===== config.mk =====
export PLATFORM = sky130hd
export DESIGN_NAME = mips_mc_ctrl
export DESIGN_NICKNAME = d
export VERILOG_FILES = /design/src/rtl/mips_pkg.sv /design/src/rtl/mips_mc_ctrl_alu_decoder.sv /design/src/rtl/mips_mc_ctrl.sv
export SDC_FILE = /design/constraint.sdc
export NUM_CORES = 1
export LEC_CHECK = 0
export ABC_AREA = 1
export BUFFER_PORTS_ARGS = -buffer_cell sky130_fd_sc_hd__clkbuf_2
export CAP_MARGIN = 30
export CELL_PAD_IN_SITES_DETAIL_PLACEMENT = 0
export CELL_PAD_IN_SITES_GLOBAL_PLACEMENT = 1
export CORE_MARGIN = 4
export CORE_UTILIZATION = 40
export DETAILED_ROUTE_END_ITERATION = 12
export PLACE_DENSITY_LB_ADDON = 0.1
export SLEW_MARGIN = 20
export SYNTH_ARGS = -nofsm -noshare
export SYNTH_HDL_FRONTEND = slang
export SYNTH_SLANG_ARGS = --single-unit

===== constraint.sdc =====
create_clock -name clk -period 2.4 [get_ports clk]
set_input_delay 0.12 -clock clk [delete_from_list [all_inputs] [get_ports clk]]
set_output_delay 0.12 -clock clk [all_outputs]
set_load 0.01 [all_outputs]

===== src/rtl/mips_pkg.sv =====
// Shared encodings for the multicycle MIPS controller: ALU operations,
// opcode/funct constants, datapath mux selects and the FSM state type.
package mips_pkg;

    typedef enum logic [2:0] {
        ALU_AND = 3'b000,
        ALU_OR  = 3'b001,
        ALU_ADD = 3'b010,
        ALU_SUB = 3'b110,
        ALU_SLT = 3'b111
    } alu_op_t;

    localparam logic [5:0] OP_RTYPE = 6'b000000;
    localparam logic [5:0] OP_LW    = 6'b100011;
    localparam logic [5:0] OP_SW    = 6'b101011;
    localparam logic [5:0] OP_ADDI  = 6'b001000;
    localparam logic [5:0] OP_BEQ   = 6'b000100;
    localparam logic [5:0] OP_J     = 6'b000010;

    localparam logic [5:0] FN_ADD = 6'b100000;
    localparam logic [5:0] FN_SUB = 6'b100010;
    localparam logic [5:0] FN_AND = 6'b100100;
    localparam logic [5:0] FN_OR  = 6'b100101;
    localparam logic [5:0] FN_SLT = 6'b101010;

    localparam logic [1:0] PC_SRC_ALU    = 2'b00;
    localparam logic [1:0] PC_SRC_ALUOUT = 2'b01;
    localparam logic [1:0] PC_SRC_JUMP   = 2'b10;

    localparam logic [1:0] SRC_B_REG     = 2'b00;
    localparam logic [1:0] SRC_B_FOUR    = 2'b01;
    localparam logic [1:0] SRC_B_IMM     = 2'b10;
    localparam logic [1:0] SRC_B_IMM_SH2 = 2'b11;

    typedef enum logic [3:0] {
        FETCH     = 4'd0,
        DECODE    = 4'd1,
        MEM_ADDR  = 4'd2,
        MEM_RD    = 4'd3,
        MEM_WB    = 4'd4,
        MEM_WR    = 4'd5,
        R_EXEC    = 4'd6,
        R_WB      = 4'd7,
        ADDI_EXEC = 4'd8,
        ADDI_WB   = 4'd9,
        BRANCH    = 4'd10,
        JUMP      = 4'd11,
        TRAP      = 4'd12
    } state_t;

endpackage


===== src/rtl/mips_mc_ctrl_alu_decoder.sv =====
// Maps an R-type funct field to an ALU operation; valid is low for any
// funct the datapath does not implement.
module alu_decoder
    import mips_pkg::*;
(
    input  logic [5:0] func,
    output logic [2:0] alu_op,
    output logic       valid
);

    always_comb begin
        alu_op = ALU_ADD;
        valid  = 1'b1;
        case (func)
            FN_ADD:  alu_op = ALU_ADD;
            FN_SUB:  alu_op = ALU_SUB;
            FN_AND:  alu_op = ALU_AND;
            FN_OR:   alu_op = ALU_OR;
            FN_SLT:  alu_op = ALU_SLT;
            default: valid  = 1'b0;
        endcase
    end

endmodule


===== src/rtl/mips_mc_ctrl.sv =====
// Multicycle MIPS control unit: FSM sequencing fetch/decode/execute/writeback
// with a handshaked memory port and a retired-instruction counter.
module mips_mc_ctrl
    import mips_pkg::*;
#(
    parameter int CNT_WIDTH = 32
) (
    input  logic                 clk,
    input  logic                 rst,
    input  logic [5:0]           op,
    input  logic [5:0]           func,
    input  logic                 zero,
    input  logic                 mem_ready,
    output logic                 mem_req,
    output logic                 mem_we,
    output logic                 iord,
    output logic                 ir_en,
    output logic                 pc_en,
    output logic [1:0]           pc_src,
    output logic                 alu_src_a,
    output logic [1:0]           alu_src_b,
    output logic [2:0]           alu_op,
    output logic                 reg_write_en,
    output logic                 reg_dst,
    output logic                 mem_to_reg,
    output logic                 illegal,
    output logic [CNT_WIDTH-1:0] retired
);

    state_t     state;
    state_t     next_state;
    logic       retire;
    logic [2:0] r_alu_op;
    logic       func_valid;

    alu_decoder u_alu_decoder (
        .func   (func),
        .alu_op (r_alu_op),
        .valid  (func_valid)
    );

    always_ff @(posedge clk or posedge rst) begin
        if (rst) begin
            state   <= FETCH;
            retired <= '0;
        end else begin
            state <= next_state;
            if (retire) begin
                retired <= retired + CNT_WIDTH'(1);
            end
        end
    end

    // Memory states hold until mem_ready; retire marks the last cycle of an instruction.
    always_comb begin
        next_state = state;
        retire     = 1'b0;
        case (state)
            FETCH:     if (mem_ready) next_state = DECODE;
            DECODE: begin
                case (op)
                    OP_LW, OP_SW: next_state = MEM_ADDR;
                    OP_RTYPE:     next_state = func_valid ? R_EXEC : TRAP;
                    OP_ADDI:      next_state = ADDI_EXEC;
                    OP_BEQ:       next_state = BRANCH;
                    OP_J:         next_state = JUMP;
                    default:      next_state = TRAP;
                endcase
            end
            MEM_ADDR:  next_state = (op == OP_LW) ? MEM_RD : MEM_WR;
            MEM_RD:    if (mem_ready) next_state = MEM_WB;
            MEM_WB: begin
                next_state = FETCH;
                retire     = 1'b1;
            end
            MEM_WR: begin
                if (mem_ready) begin
                    next_state = FETCH;
                    retire     = 1'b1;
                end
            end
            R_EXEC:    next_state = R_WB;
            R_WB, ADDI_WB, BRANCH, JUMP: begin
                next_state = FETCH;
                retire     = 1'b1;
            end
            ADDI_EXEC: next_state = ADDI_WB;
            TRAP:      next_state = TRAP;
            default:   next_state = TRAP;
        endcase
    end

    always_comb begin
        mem_req      = 1'b0;
        mem_we       = 1'b0;
        iord         = 1'b0;
        ir_en        = 1'b0;
        pc_en        = 1'b0;
        pc_src       = PC_SRC_ALU;
        alu_src_a    = 1'b0;
        alu_src_b    = SRC_B_REG;
        alu_op       = ALU_ADD;
        reg_write_en = 1'b0;
        reg_dst      = 1'b0;
        mem_to_reg   = 1'b0;
        illegal      = 1'b0;
        case (state)
            FETCH: begin
                mem_req   = 1'b1;
                alu_src_b = SRC_B_FOUR;
                ir_en     = mem_ready;
                pc_en     = mem_ready;
            end
            DECODE:    alu_src_b = SRC_B_IMM_SH2;
            MEM_ADDR: begin
                alu_src_a = 1'b1;
                alu_src_b = SRC_B_IMM;
            end
            MEM_RD: begin
                mem_req = 1'b1;
                iord    = 1'b1;
            end
            MEM_WB: begin
                reg_write_en = 1'b1;
                mem_to_reg   = 1'b1;
            end
            MEM_WR: begin
                mem_req = 1'b1;
                mem_we  = 1'b1;
                iord    = 1'b1;
            end
            R_EXEC: begin
                alu_src_a = 1'b1;
                alu_op    = r_alu_op;
            end
            R_WB: begin
                reg_write_en = 1'b1;
                reg_dst      = 1'b1;
            end
            ADDI_EXEC: begin
                alu_src_a = 1'b1;
                alu_src_b = SRC_B_IMM;
            end
            ADDI_WB:   reg_write_en = 1'b1;
            BRANCH: begin
                alu_src_a = 1'b1;
                alu_op    = ALU_SUB;
                pc_src    = PC_SRC_ALUOUT;
                pc_en     = zero;
            end
            JUMP: begin
                pc_src = PC_SRC_JUMP;
                pc_en  = 1'b1;
            end
            TRAP:      illegal = 1'b1;
            default:   illegal = 1'b1;
        endcase
        // Reset forces every enable low immediately, abandoning any memory request.
        if (rst) begin
            mem_req      = 1'b0;
            ir_en        = 1'b0;
            pc_en        = 1'b0;
            reg_write_en = 1'b0;
            illegal      = 1'b0;
        end
    end

endmodule


; After elaboration in Yosys (flattened, before gate mapping)
; Cells that the tools add are included.
[totals]
memories = 0
wordCells = 68
ff_bits = 36
latch_bits = 0
in_bits = 16
out_inout_bits = 49
ram_bits = 0
rom_bits = 0
[classes]
addsub = 1
shift = 0
div_mod_pow = 0
eq_ne = 24
n_mux = 29
bitwise_logic = 0
order_cmp = 0
n_mul = 0
n_reduce_logical = 12
[ops]
columns = operator, n
row1 = $eq A6 B6 Y1 const B, 7
row2 = $add A32 B1 Y32 const B, 1
row3 = $pmux W4 S8, 1
row4 = $pmux W4 S5, 1
row5 = $eq A4 B3 Y1 const B, 4
row6 = $eq A4 B4 Y1 const B, 4
row7 = $mux W1, 16
row8 = $mux W4, 4
row9 = $pmux W3 S4, 1
row10 = $reduce_or A12 Y1, 1
row11 = $reduce_or A5 Y1, 2
row12 = $eq A4 B2 Y1 const B, 2
row13 = $eq A6 B2 Y1 const B, 1
row14 = $eq A6 B3 Y1 const B, 1
row15 = $eq A6 B4 Y1 const B, 1
row16 = $logic_not A6 Y1, 1
row17 = $ne A2 B2 Y1 const B, 3
row18 = $pmux W2 S3, 1
row19 = $pmux W3 S2, 1
row20 = $reduce_or A2 Y1, 3
row21 = $reduce_or A3 Y1, 2
row22 = $eq A4 B1 Y1 const B, 1
row23 = $logic_not A4 Y1, 1
row24 = $pmux W2 S2, 1
row25 = 5 further kinds, 5

; Depth between registers and ports, before layout
[logic_depth]
depth_word = 6
depth_mapped = 10
mapped_depth_nobuf = 10

; Cells and area by module
; Synthesis repeated with hierarchy kept, for this count alone.
[unflattened]
cells_unflattened = 470
hier_area_um2 = 2786.4
[modules_own_cells]
columns = module, area_each_um2, seq_area_each_um2, cells_per_inst, instances
row1 = mips_mc_ctrl, 2667.6, 900.9, 442, 1
row2 = alu_decoder, 118.9, 0.0, 28, 1

; Worst setup path before layout
; No wires, ideal clock.
[synth_timing]
kind = input-to-output
from = in rst
to = out pc_en
n_path_buf = 0
required_time_ps = 2280
slack_ps = 895
arrival_time_ps = 1385
cell_stages = 3
path_cell_list = inv_1 o21ai_0 o22ai_1
[synth_between]
elab_chain_len = 1
[synth_rtl]
columns = element, line_no
row1 = from (decl), mips_mc_ctrl.sv:9  ; input logic rst,
row2 = $mux W1, mips_mc_ctrl.sv:159  ; if (rst) begin
row3 = to (decl), mips_mc_ctrl.sv:18  ; output logic pc_en,
; No other way between the ends.

; Final worst setup path
; Ends and elaborated chain as after synthesis.

==> impl_metrics.env <==
export IMPL_outcome="complete, no violations"
export IMPL_crit_family="buffers and inverters"
export IMPL_layout_drive_gt1_share_pct=18.9
export IMPL_antenna_found_initial=0
export IMPL_first_iter_violations=112
export IMPL_cts_buffers=5
export IMPL_grtUsageMet1_pct=29.5
export IMPL_busiest_layer="met1"
export IMPL_slowest_stage="dlygate4sd3_1"
export IMPL_wl_per_cell_microns=12.5
export IMPL_fin_crit_ps=1840
export IMPL_fin_cells=568
export IMPL_critPathCaptureType="output pin"
export IMPL_first_pass_iters=4
export IMPL_rrSetupSlack_ps=640
export IMPL_synthToLayoutAreaGrowth_pct=19.0
export IMPL_wl_microns=7130
export IMPL_crit_top_cell="clkbuf_2"
export IMPL_post_synth_cell_area_avg_sq_um=6.25
export IMPL_final_area_sq_um=3140
export IMPL_grt_pass1_wl_microns=12100
export IMPL_min_path_cells=4
export IMPL_synthDominantCellAreaShare_pct=34.2
export IMPL_critPathBufInv=4
export IMPL_clk_latency_ps=290
export IMPL_crit_type="input port to output pin"
export IMPL_ctsRootBufferMaster="clkbuf_8"
export IMPL_grt_use_met3_pct=3.41
export IMPL_cp_max_fo=16
export IMPL_rows=29
export IMPL_grt_ovfl_total=0
export IMPL_p_leak_nw=1.50
export IMPL_critPathArrivalTime_ps=1720
export IMPL_final_cell_mix="nand2_1 (157), nor2_1 (87), clkbuf_2 (64)"
export IMPL_synth_seq_area_share_pct=34.2
export IMPL_final_max_slew_viol_count=0
export IMPL_viasPerCell=4.73
export IMPL_synthesis_nets=439
export IMPL_synth_distinct_cells=26
export IMPL_placed_cell_area_sq_um=3020
export IMPL_setup_viol=0
export IMPL_synth_top_cells_by_area="dfrtp_1 (34%), nand2_1 (22%), nor2_1 (12%), inv_1 (5.4%), nand3_1 (4.9%)"
export IMPL_r2r_start="state[0]"
export IMPL_powerDensity_nw_per_um2=733
export IMPL_required_ps=2280
export IMPL_core_area_sq_um=6390
export IMPL_cap_viol_max_count=0
export IMPL_max_freq_ghz=0.544
export IMPL_finalHoldViolCount=0
export IMPL_vias=2686
export IMPL_dieArea_sq_um=7950
export IMPL_vdd_ir_drop_worst_v=0.000538
export IMPL_slowest_delay_ps=550
export IMPL_clock_sinks=36
export IMPL_hold_path_end="state[1]"
export IMPL_grt_max_degree=25
export IMPL_rsz0062_at_grt="false"
export IMPL_cp_start_kind="input port"
export IMPL_postLayoutSetupSlackWorst_ps=561
export IMPL_dp_slack_ps=693
export IMPL_port_buffers=64
export IMPL_r2r_cells=8
export IMPL_min_period_over_period_pct=76.6
export IMPL_hold_start="mem_ready"
export IMPL_yosysWarnings=0
export IMPL_n_antenna_cell=0
export IMPL_slew_headroom_pct=61.5
export IMPL_ant_nets=0
export IMPL_synthCells=422
export IMPL_worstPathCellList="dlygate4sd3_1 > clkbuf_2 > inv_1 > o21ai_0 > o22ai_1 > clkbuf_2"
export IMPL_fillers=684
export IMPL_cts_tree="done"
export IMPL_hpwl_microns=5740
export IMPL_cts_buffer_depth=2
export IMPL_layout_commonest_cell="nand2_1"
export IMPL_htreeDepth=2
export IMPL_clk_pin_slew_worst_paths_ps=80
export IMPL_dp_cells=559
export IMPL_synth_area_sq_um=2640
export IMPL_drc=0
export IMPL_ys_ff_latch=36
export IMPL_nets=507
export IMPL_hold_path_class="input port to flop"
export IMPL_finalWeightedCongestion=0.818
export IMPL_grt_pass1_vias=2529
export IMPL_setup_tns_ps=0
export IMPL_die_w_microns=89.2
export IMPL_tightest_slew_ps=577
export IMPL_ioPinCount=65
export IMPL_globalRouteTotalUtil_pct=19.3
export IMPL_reg2reg_to="retired[8]"
export IMPL_initial_core_util_pct=41.3
export IMPL_fin_worst_skew_ps=13.7
export IMPL_grtUsageMet2_pct=28.4
export IMPL_yosysTopAreaCell="dfrtp_1"
export IMPL_die_h_microns=89.2
-- worst max path at each step --
| stage | from | end | slack (ps) | depth (start not counted) |
|---|---|---|---|---|
| finish | rst | pc_en | 560 | 6 |
| CTS | rst | pc_en | 530 | 6 |
| global placement | state[0] | retired[11] | 740 | 9 |
| floorplan | rst | pc_en | 900 | 3 |
| global route | rst | pc_en | 410 | 6 |
| detailed placement | state[0] | retired[8] | 690 | 8 |
-- report_power, final --
group          switching, mW  total (mW)  internal (mW)  leakage, nW
Combinational          0.651       0.951          0.300        0.954
Sequential             0.125       0.810          0.685        0.489
Clock                  0.230       0.539          0.309       0.0552
-- tightest hold or removal path: cells and delay by family --
kind | cells | cell delay (ps)
and+or+nand+nor | 2 | 140
buffers and inverters | 2 | 210
-- Yosys cell counts --
master,count
a21oi_1,4
inv_2,5
buf_2,2
nor3_1,4
and2_1,1
nand2_2,6
xor2_1,2
nand3_2,4
nand3_1,26
ha_1,1
nor2_1,87
nand2_1,157
nor2_2,1
buf_4,2
o211ai_1,2
buf_6,2
nor2_4,3
nand3_4,1
inv_1,38
nand3b_1,5
o22ai_1,2
xnor2_1,12
dfrtp_1,36
o21ai_0,7
nand4_1,3
o21ai_1,9
-- layer usage --
metal / up-vias / wire length (microns) / share of wire [%]
met5: - / 0 / 0
met4: 0 / 31 / 0.44
met3: 5 / 337 / 4.7
met2: 53 / 2980 / 42
met1: 1182 / 3780 / 53
li1: 1446 / - / -
-- registers in the layout, indices dropped and copies added (netlist names) --
| name | cells |
|---|---|
| retired | 32 |
| state | 4 |
-- kinds of logic after synthesis --
kind of cell | count (synthesis) | synth area share (%)
xor gates and xnor gates | 14 | 4.65
buffers and inverters | 49 | 7.93
and+or+nand+nor | 298 | 47.9
DFF | 36 | 34.2
adders and majority gates | 1 | 0.475
AOI/OAI and AO/OA | 24 | 4.84
-- what timing repair did --
action	CTS	global route
gates resized for setup	0	0
endpoints found under the hold margin	12	0
buffers inserted	0	0
hold buffers	1	0
-- per-stage QoR --
step | total power [mW] | utilization [%] | hold slack [ps]
floorplan | 1.53 | - | 275
CTS | 2.33 | 49.1 | 191
global placement | 1.79 | 47.3 | 230
detailed placement | 1.79 | 47.3 | 231
global route | 2.48 | 49.1 | 218
finish | 2.30 | 49.1 | 206
-- layout make-up --
cell class	count	area, sq um	area share, %
clock buffers	6	72.6	2.31
clock inverters	2	35.0	1.12
inverters	43	161	5.14
multi-input cells	337	1530	48.6
flip-flops and latches	36	901	28.7
well taps	77	96.3	3.07
repair buffers	67	345	11.0
Note: power is estimated with default switching activity, not from simulation.
